$ cat config.mk
export PLATFORM = sky130hd
export DESIGN_NAME = ksz_reg_arbiter
export DESIGN_NICKNAME = d
export VERILOG_FILES = /design/src/rtl/ksz_reg_arbiter_pkg.sv /design/src/rtl/ksz_arb_pick.sv /design/src/rtl/ksz_reg_arbiter.sv
export SDC_FILE = /design/constraint.sdc
export NUM_CORES = 1
export LEC_CHECK = 0
export CAP_MARGIN = 20
export CORE_MARGIN = 4
export CORE_UTILIZATION = 22
export DETAILED_ROUTE_END_ITERATION = 6
export PLACE_DENSITY = 0.82
export SYNTH_ARGS = -nofsm -noshare
export SYNTH_HDL_FRONTEND = slang
export SYNTH_SLANG_ARGS = --single-unit
$ cat constraint.sdc
create_clock -name sysclk -period 2 [get_ports sysclk]
set_clock_uncertainty 0.05 [all_clocks]
set_input_delay 0.4 -clock sysclk [delete_from_list [all_inputs] [get_ports sysclk]]
set_output_delay 0.4 -clock sysclk [all_outputs]
set_load 0.1 [all_outputs]
$ cat src/rtl/ksz_reg_arbiter_pkg.sv
// Shared constants for the KSZ register-access arbiter: lower-engine state codes,
// requester indices, default hold limit and the arbiter FSM encoding.
package ksz_reg_arbiter_pkg;

  localparam logic [3:0]  LS_WAIT             = 4'b1001;

  localparam int          REQ_INIT            = 0;
  localparam int          REQ_RX              = 1;
  localparam int          REQ_TX              = 2;
  localparam int          NUM_REQ             = 3;

  localparam logic [15:0] TIMEOUT_CYCLES_DFLT = 16'd4096;

  typedef enum logic [1:0] {
    ARB_IDLE  = 2'd0,
    ARB_OWN   = 2'd1,
    ARB_DRAIN = 2'd2
  } arb_state_t;

endpackage

$ cat src/rtl/ksz_arb_pick.sv
// Winner picker: init has absolute priority; receive/transmit share by round-robin.
// Purely combinational; rr_last=0 prefers receive on a tie, rr_last=1 prefers transmit.
module ksz_arb_pick
  import ksz_reg_arbiter_pkg::*;
(
  input  logic [NUM_REQ-1:0] req_elig,
  input  logic               rr_last,
  output logic [NUM_REQ-1:0] win
);

  always_comb begin
    win = '0;
    if (req_elig[REQ_INIT]) begin
      win[REQ_INIT] = 1'b1;
    end else if (req_elig[REQ_RX] && req_elig[REQ_TX]) begin
      if (rr_last) win[REQ_TX] = 1'b1;
      else         win[REQ_RX] = 1'b1;
    end else if (req_elig[REQ_RX]) begin
      win[REQ_RX] = 1'b1;
    end else if (req_elig[REQ_TX]) begin
      win[REQ_TX] = 1'b1;
    end
  end

endmodule

$ cat src/rtl/ksz_reg_arbiter.sv
// Arbitrates three multi-command sequences onto one register-access engine.
// Optional ARB_TIMEOUT_EN bounds ownership to TIMEOUT_CYCLES and masks the evicted holder.
module ksz_reg_arbiter
  import ksz_reg_arbiter_pkg::*;
#(
  parameter logic [15:0] TIMEOUT_CYCLES = TIMEOUT_CYCLES_DFLT
) (
  input  logic        sysclk,
  input  logic        reset,
  input  logic [3:0]  state,
  input  logic [2:0]  req,
  input  logic [23:0] m_offset,
  input  logic [2:0]  m_length,
  input  logic [2:0]  m_WR,
  input  logic [2:0]  m_NewCommand,
  input  logic [2:0]  m_Dummy_Write,
  input  logic [47:0] m_writeData,
  output logic [7:0]  offset,
  output logic        length,
  output logic        WR,
  output logic [15:0] writeData,
  output logic        NewCommand,
  output logic        Dummy_Write,
  output logic [2:0]  gnt,
  output logic        busy,
  output logic        timeout
);

  arb_state_t fsm_q, fsm_d;
  logic [2:0] gnt_q, gnt_d;
  logic       rr_last_q, rr_last_d;
  logic [2:0] elig;
  logic [2:0] win;
  logic       lower_wait;
  logic       own_drop;
  logic       force_rel;

  assign lower_wait = (state == LS_WAIT);
  // Only the holder's own req bit matters once a grant is out.
  assign own_drop   = ((req & gnt_q) == 3'b000);

  ksz_arb_pick u_pick (
    .req_elig (elig),
    .rr_last  (rr_last_q),
    .win      (win)
  );

`ifdef ARB_TIMEOUT_EN
  logic [15:0] hold_cnt_q, hold_cnt_d;
  logic [2:0]  mask_q, mask_d;
  logic        timeout_q, timeout_d;

  assign elig      = req & ~mask_q;
  assign force_rel = (fsm_q == ARB_OWN) && !own_drop &&
                     (hold_cnt_q == TIMEOUT_CYCLES - 16'd1);

  always_comb begin
    hold_cnt_d = (fsm_q == ARB_OWN) ? hold_cnt_q + 16'd1 : 16'd0;
    mask_d     = (mask_q & req) | (force_rel ? gnt_q : 3'b000);
    timeout_d  = force_rel;
  end

  always_ff @(posedge sysclk) begin
    if (reset) begin
      hold_cnt_q <= 16'd0;
      mask_q     <= 3'b000;
      timeout_q  <= 1'b0;
    end else begin
      hold_cnt_q <= hold_cnt_d;
      mask_q     <= mask_d;
      timeout_q  <= timeout_d;
    end
  end

  assign timeout = timeout_q;
`else
  assign elig      = req;
  assign force_rel = 1'b0;
  assign timeout   = 1'b0;
`endif

  always_ff @(posedge sysclk) begin
    if (reset) begin
      fsm_q     <= ARB_IDLE;
      gnt_q     <= 3'b000;
      rr_last_q <= 1'b0;
    end else begin
      fsm_q     <= fsm_d;
      gnt_q     <= gnt_d;
      rr_last_q <= rr_last_d;
    end
  end

  always_comb begin
    fsm_d = fsm_q;
    case (fsm_q)
      ARB_IDLE:  if (elig != 3'b000 && lower_wait) fsm_d = ARB_OWN;
      ARB_OWN:   if (own_drop || force_rel)        fsm_d = ARB_DRAIN;
      ARB_DRAIN: if (lower_wait)                   fsm_d = ARB_IDLE;
      default:                                     fsm_d = ARB_IDLE;
    endcase
  end

  // Grant is loaded only on the IDLE->OWN edge, so every new grant follows an IDLE cycle.
  always_comb begin
    gnt_d     = 3'b000;
    rr_last_d = rr_last_q;
    if (fsm_d == ARB_OWN) begin
      if (fsm_q == ARB_IDLE) begin
        gnt_d = win;
        if (win[REQ_RX] || win[REQ_TX]) rr_last_d = !rr_last_q;
      end else begin
        gnt_d = gnt_q;
      end
    end
  end

  always_comb begin
    offset      = 8'h00;
    length      = 1'b0;
    WR          = 1'b0;
    writeData   = 16'h0000;
    NewCommand  = 1'b0;
    Dummy_Write = 1'b0;
    if (fsm_q == ARB_OWN) begin
      for (int i = 0; i < NUM_REQ; i++) begin
        if (gnt_q[i]) begin
          offset      = offset    | m_offset[8*i +: 8];
          length      = length    | m_length[i];
          WR          = WR        | m_WR[i];
          writeData   = writeData | m_writeData[16*i +: 16];
          NewCommand  = NewCommand  | m_NewCommand[i];
          Dummy_Write = Dummy_Write | m_Dummy_Write[i];
        end
      end
    end
  end

  assign gnt  = gnt_q;
  assign busy = (fsm_q != ARB_IDLE);

endmodule

==> run metrics <==
initial core utilization=22.6%; R2R cell count=3; CTS tree=yes; share of cells above drive strength 1=41.3%; ys flop type=dfxtp_1; Hold Startpoint=rr_last_q$_SDFFE_PP0P_; Worst Hold Depth=2; status=finished with violations; WL per Instance=25.9 microns; Via Count=1,757; fmax=475 MHz; YS warnings=0; Final #Nets=341; worst-path fanout max=8; worst slew pin tran=0.617 ns; die height=66.6 microns; clock root buffer=clkbuf_4; mean post-synth cell area=7.47 sq um; Seq/Total Area, Yosys=15.9%; core area=0.00334 sq mm; synth cell count leaders=a222oi_1 (29), nor2_1 (29), clkbuf_1 (9); CTS clk-pin slew, worst paths=0.05 ns; leading area contributor after synthesis=a222oi_1; share of the synthesized area in the top cell type=38.5%; dpl hpwl=4990 microns; ys async rst share=0%; DR vias/cell=5.98; Layout area overhead=286%; number of global-route vias before repair=1,740; Routed Wire Length=7610 microns; Synth Instances=101; crit end category=output port; hold buffer count at CTS=0; total gr overflow=0; largest net degree at the start of global routing=32; Cell variety after synth=22; CP required=1.55 ns; MaxCap Viol Count=0; Final min period=2.10 ns; hold worst-path end=rr_last_q$_SDFFE_PP0P_; number of remaining DRC errors=0; violated checks=negative setup slack; Seq cells post-synth=6; Pins Over Slew Limit=0; All-Layer GR Usage=30.6%; final hold vios=0; Setup TNS=-0.647 ns; first-pass GRT wire length=9990 microns; Port-buffer cells=124; full die area=0.00443 sq mm; CTS Buf Count=3; Leak=1.07 nW; r2r setup slk=0.46 ns; pwr dens=175 mW/mm^2; Startpoint Class=flop; CTS sink cnt=6; Max clock buf depth=2; cell area after synthesis=754 sq um; Cell Rows=21; later-pin clock latency in the skew report=0.26 ns; Syn Nets=194; Arr. time, crit path=1.65 ns; RSZ-0062 raised after global routing=yes; Tcrit/Tclk final=105%; Setup Viol. Count Final=17; Worst Hold Class=reg2reg; met1 Usage GRT=31.4%; Reg-to-Reg End=gnt[1]$_SDFFE_PP0P_; Final WS setup=-0.105 ns; Post-synth EDFFs=0; RD Place Congestion=0.930; die width=66.6 microns; Crit Path Category=reg2out; Ports=126; drt pass-1 iters=6; routing usage on met2=54.1%; Max IR drop VDD=0.000284 V; Starting DRT DRC Count=260; dpl ws=-0.111 ns; GRT busiest layer=met2; initial antenna violation count=2; M3 GR Usage=10.3%; reg2reg start=fsm_q[0]$_SDFF_PP0_; Util after Layout=87.2%; Routed Antenna Nets=0; H-tree depth=1; synth top area cells=a222oi_1 (38%), dfxtp_1 (16%), nor2_1 (14%); max_slew headroom=58.9%
## report_power, final
part           switching (mW)  internal (mW)  leakage [nW]
sequential            0.00297          0.116        0.0516
clock                  0.0534         0.0762        0.0150
combinational          0.0863          0.175          1.00
total                   0.143          0.368          1.07
## routing by layer
| metal | wire [microns] | part of all wire, % |
|---|---|---|
| met5 | 0 | 0 |
| met4 | 418 | 5.5 |
| met3 | 985 | 13 |
| met2 | 3780 | 50 |
| met1 | 2430 | 32 |
## sequential cells by signal (all words and copies together), names as in the netlist
name	cells
gnt	3
fsm_q	2
rr_last_q	1
## placed cells by master (no fill, tap or decap), types with 3 or more instances in the layout
cell / synthesis / final
buf_12: 0 / 36
a222oi_1: 29 / 29
dfxtp_4: 0 / 4
dlymetal6s2s_1: 0 / 10
dlygate4sd2_1: 0 / 10
nor2_4: 0 / 28
clkbuf_4: 0 / 3
a21oi_1: 5 / 5
clkdlybuf4s50_1: 0 / 71
buf_4: 1 / 24
## critical path, stage by stage, from the launching register on
cell      delay, ns
dfxtp_4        0.38
buf_12         0.15
a222oi_1       0.45
buf_4          0.20
nor2_4         0.04
buf_12         0.16
## stage by stage
| step | instances | power (mW) | hold WS [ns] | instance area (sq um) |
|---|---|---|---|---|
| floorplan | 101 | 0.174 | 0.398 | 1020 |
| global placement | 282 | 0.368 | 0.414 | 2730 |
| detailed placement | 282 | 0.378 | 0.444 | 2730 |
| CTS | 289 | 0.506 | 0.451 | 2820 |
| global route | 294 | 0.534 | 0.480 | 2910 |
| finish | 294 | 0.510 | 0.475 | 2910 |
## repair_timing
action	in CTS	in global routing
endpoints found under the setup margin	28	27
pin swaps	16	26
resized for setup	14	20
gates cloned	1	0
buffers inserted	2	4
## logic make-up (layout without fill, tap and decap cells)
| kind of cell | after synthesis | after routing | synth area share, % |
|---|---|---|---|
| compound gates | 37 | 37 | 45.3 |
| buf+inv | 14 | 160 | 8.46 |
| flops | 6 | 6 | 15.9 |
| mux | 1 | 1 | 1.33 |
| other cells | 1 | 2 | 0.497 |
| simple gates | 42 | 42 | 28.5 |
## area by class of cell
| type | instances | area [sq um] |
|---|---|---|
| timing repair buffer | 156 | 1900 |
| multi-input combinational | 81 | 785 |
| fill | 164 | 427 |
| sequential | 6 | 135 |
| tap | 46 | 57.6 |
| clock buffer | 4 | 26.3 |
| antenna | 1 | 2.50 |
## worst max-delay path by stage
| stage | startpoint | end |
|---|---|---|
| CTS | gnt[0]$_SDFFE_PP0P_ | Dummy_Write |
| global placement | m_writeData[9] | writeData[9] |
| floorplan | fsm_q[0]$_SDFF_PP0_ | offset[0] |
| detailed placement | m_writeData[9] | writeData[9] |
| finish | gnt[0]$_SDFFE_PP0P_ | offset[3] |
| global route | gnt[0]$_SDFFE_PP0P_ | offset[3] |
(Power assumes the default switching activity.)
